[config.mk]
export PLATFORM = sky130hd
export DESIGN_NAME = ysyx_23060201_seq_ctrl_flat
export DESIGN_NICKNAME = d
export VERILOG_FILES = /design/src/rtl/ysyx_23060201_seq_ctrl_if.sv /design/src/rtl/ysyx_23060201_seq_ctrl.sv /design/src/flat_wrapper.sv
export SDC_FILE = /design/constraint.sdc
export NUM_CORES = 1
export LEC_CHECK = 0
export ABC_AREA = 0
export CAP_MARGIN = 0
export CORE_AREA = 5 5 139 141
export CTS_CLUSTER_DIAMETER = 80
export DETAILED_ROUTE_END_ITERATION = 6
export DIE_AREA = 0 0 144 146
export PLACE_DENSITY = 0.82
export SYNTH_ARGS = -nofsm -noshare
export SYNTH_HDL_FRONTEND = slang
export SYNTH_SLANG_ARGS = --single-unit
[constraint.sdc]
create_clock -name clk -period 1.8 [get_ports clk]
set_clock_uncertainty 0.15 [all_clocks]
set_input_delay 0.36 -clock clk [delete_from_list [all_inputs] [get_ports clk]]
set_output_delay 0.36 -clock clk [all_outputs]
set_load 0.01 [all_outputs]
[src/rtl/ysyx_23060201_seq_ctrl_if.sv]
// Fetch (IFU) and memory (LSU) handshake bundle between the sequencer and the bus side.
// master = sequencer, slave = IFU/LSU responder.
interface ysyx_23060201_seq_ctrl_if;
  logic        ifu_req_valid;
  logic        ifu_req_ready;
  logic [31:0] ifu_addr;
  logic        ifu_rsp_valid;
  logic [31:0] ifu_rsp_data;
  logic        lsu_req_valid;
  logic        lsu_req_ready;
  logic        lsu_rsp_valid;

  modport master (
    output ifu_req_valid, ifu_addr, lsu_req_valid,
    input  ifu_req_ready, ifu_rsp_valid, ifu_rsp_data, lsu_req_ready, lsu_rsp_valid
  );

  modport slave (
    input  ifu_req_valid, ifu_addr, lsu_req_valid,
    output ifu_req_ready, ifu_rsp_valid, ifu_rsp_data, lsu_req_ready, lsu_rsp_valid
  );
endinterface

[src/rtl/ysyx_23060201_seq_ctrl.sv]
// Multi-cycle fetch/execute/memory/commit sequencer owning the PC, with bus watchdog.
// Optional performance counters enabled by YSYX_23060201_PERF_CNT_EN.
module ysyx_23060201_seq_ctrl #(
  parameter logic [31:0] RESET_PC    = 32'h8000_0000,
  parameter int unsigned TIMEOUT_CYC = 16
) (
  input  logic                            clk,
  input  logic                            rst,
  ysyx_23060201_seq_ctrl_if.master        bus,
  output logic [31:0]                     inst,
  input  logic                            is_mem,
  input  logic                            is_store,
  input  logic                            is_ebreak,
  input  logic                            exu_wen,
  input  logic [31:0]                     exu_dnpc,
  output logic                            gpr_wen,
  output logic [31:0]                     pc,
  output logic                            halt,
  output logic                            err,
  output logic [63:0]                     cycle_cnt,
  output logic [63:0]                     instret_cnt
);

  typedef enum logic [2:0] {
    S_IDLE,
    S_FETCH,
    S_WAIT_I,
    S_EXEC,
    S_MEM_REQ,
    S_MEM_WAIT,
    S_HALT,
    S_ERR
  } state_t;

  localparam logic [31:0] WAIT_LAST = 32'(TIMEOUT_CYC - 1);

  state_t      state, state_nx;
  logic [31:0] pc_nx;
  logic [31:0] inst_nx;
  logic [31:0] wait_cnt, wait_cnt_nx;
  logic        mem_wen_q, mem_wen_nx;
  logic [31:0] mem_dnpc_q, mem_dnpc_nx;
  logic        timeout_hit;

  // The last silent wait cycle trips the watchdog; a response in that cycle still wins.
  assign timeout_hit = (TIMEOUT_CYC != 0) && (wait_cnt == WAIT_LAST);

  always_comb begin
    state_nx          = state;
    pc_nx             = pc;
    inst_nx           = inst;
    wait_cnt_nx       = wait_cnt;
    mem_wen_nx        = mem_wen_q;
    mem_dnpc_nx       = mem_dnpc_q;
    bus.ifu_req_valid = 1'b0;
    bus.ifu_addr      = pc;
    bus.lsu_req_valid = 1'b0;
    gpr_wen           = 1'b0;

    unique case (state)
      S_IDLE: state_nx = S_FETCH;

      S_FETCH: begin
        bus.ifu_req_valid = 1'b1;
        if (bus.ifu_req_ready) begin
          state_nx    = S_WAIT_I;
          wait_cnt_nx = '0;
        end
      end

      S_WAIT_I: begin
        if (bus.ifu_rsp_valid) begin
          inst_nx  = bus.ifu_rsp_data;
          state_nx = S_EXEC;
        end else if (timeout_hit) begin
          state_nx = S_ERR;
        end else begin
          wait_cnt_nx = wait_cnt + 32'd1;
        end
      end

      S_EXEC: begin
        if (is_ebreak) begin
          state_nx = S_HALT;
        end else if (exu_dnpc[1:0] != 2'b00) begin
          state_nx = S_ERR;
        end else if (is_mem) begin
          // Decode is only guaranteed in EXEC, so the commit is captured for MEM_WAIT.
          mem_wen_nx  = exu_wen & ~is_store;
          mem_dnpc_nx = exu_dnpc;
          state_nx    = S_MEM_REQ;
        end else begin
          gpr_wen  = exu_wen;
          pc_nx    = exu_dnpc;
          state_nx = S_FETCH;
        end
      end

      S_MEM_REQ: begin
        bus.lsu_req_valid = 1'b1;
        if (bus.lsu_req_ready) begin
          state_nx    = S_MEM_WAIT;
          wait_cnt_nx = '0;
        end
      end

      S_MEM_WAIT: begin
        if (bus.lsu_rsp_valid) begin
          gpr_wen  = mem_wen_q;
          pc_nx    = mem_dnpc_q;
          state_nx = S_FETCH;
        end else if (timeout_hit) begin
          state_nx = S_ERR;
        end else begin
          wait_cnt_nx = wait_cnt + 32'd1;
        end
      end

      S_HALT, S_ERR: bus.ifu_addr = '0;

      default: state_nx = S_IDLE;
    endcase
  end

  always_ff @(posedge clk) begin
    if (rst) begin
      state      <= S_IDLE;
      pc         <= RESET_PC;
      inst       <= '0;
      wait_cnt   <= '0;
      mem_wen_q  <= 1'b0;
      mem_dnpc_q <= '0;
    end else begin
      state      <= state_nx;
      pc         <= pc_nx;
      inst       <= inst_nx;
      wait_cnt   <= wait_cnt_nx;
      mem_wen_q  <= mem_wen_nx;
      mem_dnpc_q <= mem_dnpc_nx;
    end
  end

  assign halt = (state == S_HALT);
  assign err  = (state == S_ERR);

`ifdef YSYX_23060201_PERF_CNT_EN
  logic [63:0] cycle_q;
  logic [63:0] instret_q;
  logic        active;
  logic        commit;

  assign active = (state != S_IDLE) && (state != S_HALT) && (state != S_ERR);
  assign commit = ((state == S_EXEC) && !is_ebreak && (exu_dnpc[1:0] == 2'b00) && !is_mem) ||
                  ((state == S_MEM_WAIT) && bus.lsu_rsp_valid);

  always_ff @(posedge clk) begin
    if (rst) begin
      cycle_q   <= '0;
      instret_q <= '0;
    end else begin
      if (active) cycle_q <= cycle_q + 64'd1;
      if (commit) instret_q <= instret_q + 64'd1;
    end
  end

  assign cycle_cnt   = cycle_q;
  assign instret_cnt = instret_q;
`else
  assign cycle_cnt   = '0;
  assign instret_cnt = '0;
`endif

endmodule

[src/flat_wrapper.sv]
// flat-port wrapper written by rule: the top's interface ports become plain ports
module ysyx_23060201_seq_ctrl_flat 
#(
  parameter logic [31:0] RESET_PC    = 32'h8000_0000,
  parameter int unsigned TIMEOUT_CYC = 16
)
  (clk, rst, inst, is_mem, is_store, is_ebreak, exu_wen, exu_dnpc, gpr_wen, pc, halt, err, cycle_cnt, instret_cnt, bus_ifu_req_valid, bus_ifu_addr, bus_lsu_req_valid, bus_ifu_req_ready, bus_ifu_rsp_valid, bus_ifu_rsp_data, bus_lsu_req_ready, bus_lsu_rsp_valid);
  ysyx_23060201_seq_ctrl_if bus_i ();
  input  logic clk;
  input  logic rst;
  output logic [31:0] inst;
  input  logic is_mem;
  input  logic is_store;
  input  logic is_ebreak;
  input  logic exu_wen;
  input  logic [31:0] exu_dnpc;
  output logic gpr_wen;
  output logic [31:0] pc;
  output logic halt;
  output logic err;
  output logic [63:0] cycle_cnt;
  output logic [63:0] instret_cnt;
  output wire logic [$bits(bus_i.ifu_req_valid)-1:0] bus_ifu_req_valid;
  output wire logic [$bits(bus_i.ifu_addr)-1:0] bus_ifu_addr;
  output wire logic [$bits(bus_i.lsu_req_valid)-1:0] bus_lsu_req_valid;
  input wire logic [$bits(bus_i.ifu_req_ready)-1:0] bus_ifu_req_ready;
  input wire logic [$bits(bus_i.ifu_rsp_valid)-1:0] bus_ifu_rsp_valid;
  input wire logic [$bits(bus_i.ifu_rsp_data)-1:0] bus_ifu_rsp_data;
  input wire logic [$bits(bus_i.lsu_req_ready)-1:0] bus_lsu_req_ready;
  input wire logic [$bits(bus_i.lsu_rsp_valid)-1:0] bus_lsu_rsp_valid;
  assign bus_ifu_req_valid = bus_i.ifu_req_valid;
  assign bus_ifu_addr = bus_i.ifu_addr;
  assign bus_lsu_req_valid = bus_i.lsu_req_valid;
  assign bus_i.ifu_req_ready = bus_ifu_req_ready;
  assign bus_i.ifu_rsp_valid = bus_ifu_rsp_valid;
  assign bus_i.ifu_rsp_data = bus_ifu_rsp_data;
  assign bus_i.lsu_req_ready = bus_lsu_req_ready;
  assign bus_i.lsu_rsp_valid = bus_lsu_rsp_valid;
  ysyx_23060201_seq_ctrl #(.RESET_PC(RESET_PC), .TIMEOUT_CYC(TIMEOUT_CYC)) u_core (.clk(clk), .rst(rst), .bus(bus_i), .inst(inst), .is_mem(is_mem), .is_store(is_store), .is_ebreak(is_ebreak), .exu_wen(exu_wen), .exu_dnpc(exu_dnpc), .gpr_wen(gpr_wen), .pc(pc), .halt(halt), .err(err), .cycle_cnt(cycle_cnt), .instret_cnt(instret_cnt));
endmodule
==> results.py <==
metrics = {
    "outcome": {
        "status": "finished with violations",
        "violations": "setup timing",
    },
    "pwr": {
        "ir_worst_vdd_uv": 667,
        "power.density_nw_per_um2": 747,
        "p_leak_nw": 4.72,
    },
    "synthesis": {
        "synth_top_area_cell": "dfxtp_1",
        "ys_seq_area_share_pct": 38.4,
        "yosysUniqueCellTypes": 59,
        "synth_top_area_share_pct": 38.4,
        "ys_ff_latch": 132,
        "syn_area_per_cell_sq_um": 7.77,
        "synth.most_common_cell": "nand2_1",
        "yosys_warnings": 0,
        "ys_top_cells_by_area": "dfxtp_1 38%, buf_4 14%, nand2_1 11%",
        "netlist_instances": 886,
        "synth-edff-count": 0,
        "synth_ff_type": "dfxtp_1",
        "async_flop_share_pct": 0,
        "synth_area_sq_um": 6880,
        "netlist_top_cells_count": "207 x nand2_1, 132 x dfxtp_1, 129 x buf_4, 86 x a21oi_1, 54 x nor2_1",
    },
    "grt": {
        "grt-ovfl-total": 0,
        "grt_max_degree": 60,
        "grt_pass1_wl_mm": 34.9,
        "antenna_found_initial": 3,
        "grt_use_met1_pct": 21.3,
        "met3_usage_pct": 5.95,
        "grt_usage_pct": 20.6,
        "gr-usage-met2_pct": 36.6,
        "grt_pass1_vias": 6984,
        "gr-max-usage-layer": "met2",
    },
    "die": {
        "num_rows": 49,
        "io_pins": 303,
        "die_w_microns": 144,
        "initial_core_util_pct": 38.6,
        "core_sq_um": 17800,
        "die_y_microns": 146,
        "die_area_sq_um": 21000,
    },
    "finish": {
        "n_fill_cell": 1339,
        "finalNetCount": 1253,
        "drive_above_1_share_pct": 33.7,
        "synthToLayoutAreaGrowth_pct": 63.5,
        "finish.utilization_pct": 63.1,
    },
    "timing": {
        "fmax_mhz": 473,
        "worst_pin_slew_ns": 0.842,
        "period_needed_ns": 2.11,
        "rsz0062_at_grt": "true",
        "slew_headroom_pct": 43.9,
        "setup_slack_ns": -0.313,
        "finalHoldViolations": 0,
        "finalCritPeriodShare_pct": 117,
        "setup_tns_ns": -21.40,
        "slew_violations": 0,
        "setup_viol": 140,
    },
    "placement": {
        "dp_hpwl_mm": 14.1,
        "portBuffers": 174,
        "routabilityCongestion": 0.886,
    },
    "setup_path": {
        "crit_type": "register to output pin",
        "required_ns": 1.29,
        "crit_family": "flip-flops",
        "crit_chain": "buf_6, and3b_2, a32o_2, buf_6",
        "cp_max_fo": 6,
        "crit_arrival_ns": 1.60,
        "crit_slowest_cell": "dfxtp_2",
        "worst_path_most_repeated_cell": "buf_6",
        "critPathBufInv": 2,
        "max_stage_delay_ns": 0.36,
        "critPathLaunchType": "register",
        "crit_path_end_kind": "output pin",
    },
    "clocking": {
        "cts_hold_buffers": 0,
        "clk_path_buf_depth": 2,
        "cts_tree": "yes",
        "clk_pin_slew_ns": 0.06,
        "root_buffer": "clkbuf_16",
        "clkLatencyLatePin_ns": 0.42,
        "numCtsBuffers": 17,
        "h-tree-depth": 4,
        "cts.sinks": 132,
    },
    "route": {
        "first_iter_violations": 588,
        "finalWirelength_mm": 26.1,
        "wire_per_inst_microns": 18.4,
        "drc": 0,
        "routed_via_density": 5.22,
        "ant_nets": 0,
        "vias": 7418,
        "drt_first_pass_iters": 5,
    },
    "run": {
        "max-cap-violations": 0,
    },
    "min_path": {
        "hp-class": "input pin to register",
    },
}
==> logic make-up after synthesis <==
kind of cell | count (synthesis) | share of synthesized area, %
compound gates | 160 | 15.0
xor+xnor | 7 | 0.891
fa+ha+maj | 1 | 0.182
buf+inv | 191 | 17.9
flops | 132 | 38.4
mux | 3 | 0.454
other cells | 1 | 0.0545
simple gates | 391 | 27.2
==> sequential cells by signal, summed over array words and instances, names as in the netlist <==
register	cells
u_core.state	3
u_core.inst	32
u_core.mem_dnpc_q	32
u_core.pc	32
u_core.wait_cnt	32
u_core.mem_wen_q	1
==> cell usage in the layout, fill, tap and decap left out, types with 32 or more instances in the layout <==
| master | netlist | layout |
|---|---|---|
| conb_1 | 1 | 128 |
| clkdlybuf4s50_1 | 0 | 68 |
| buf_4 | 129 | 98 |
| dfxtp_1 | 132 | 121 |
| dlygate4sd2_1 | 0 | 65 |
| nor2_1 | 54 | 32 |
| a21oi_1 | 86 | 52 |
| nand2_1 | 207 | 191 |
| buf_6 | 2 | 45 |
| a21oi_2 | 0 | 33 |
==> tightest hold or removal path, delay by kind of cell <==
kind | cells | cell delay (ns)
compound gates | 3 | 0.19
buf+inv | 1 | 0.12
==> cell type report <==
type / instances / area, sq um / share of cell area [%]
repair buffers: 326 / 3190 / 28.3
multi-input cells: 691 / 4350 / 38.7
diodes: 3 / 7.51 / 0.0667
clock buffers: 18 / 439 / 3.90
inverters: 10 / 37.5 / 0.334
well taps: 229 / 287 / 2.55
clock inverters: 13 / 279 / 2.48
flip-flops and latches: 132 / 2660 / 23.7
==> per-stage QoR <==
step	cell area, sq um	power, W	hold WS (ns)	setup slack (ns)	cells
finish	11300	0.00841	0.165	-0.313	1422
global route	11300	0.00864	0.169	-0.364	1422
CTS	10400	0.00826	0.159	-0.284	1405
detailed placement	9010	0.00390	0.297	-1.04	1334
global placement	9010	0.00389	0.290	-1.03	1334
floorplan	7460	0.00368	0.287	-0.134	1013
==> path summary, 6_finish.rpt <==
path | end | slack (ns) | start | depth (start not counted)
hold reg to reg | u_core.inst[27]$_SDFFE_PP0P_ | 0.30 | u_core.inst[27]$_SDFFE_PP0P_ | 2
setup / recovery | gpr_wen | -0.31 | u_core.state[1]$_SDFFE_PP0P_ | 4
hold / removal | u_core.wait_cnt[13]$_SDFFE_PP0P_ | 0.17 | rst | 4
setup reg to reg | u_core.wait_cnt[1]$_SDFFE_PP0P_ | -0.29 | u_core.state[2]$_SDFFE_PP0P_ | 7
==> what timing repair did <==
item / CTS / global route
pin swaps: 62 / 36
resized for setup: 334 / 162
gates cloned: 9 / 6
buffers inserted: 33 / 13
setup endpoints to repair: 231 / 156
==> report_power, final <==
group | leakage (nW) | total (W) | internal, W | switching (W)
Combinational | 3.31 | 0.00120 | 0.000547 | 0.000650
Clock | 0.346 | 0.00423 | 0.00291 | 0.00132
Sequential | 1.07 | 0.00298 | 0.00296 | 0.0000268
==> metal layers <==
| layer | routed length, microns | vias to the layer above |
|---|---|---|
| met4 | 1680 | 0 |
| li1 | - | 3355 |
| met2 | 13200 | 474 |
| met5 | 0 | - |
| met1 | 8780 | 3457 |
| met3 | 2440 | 132 |
(Power assumes the default switching activity.)
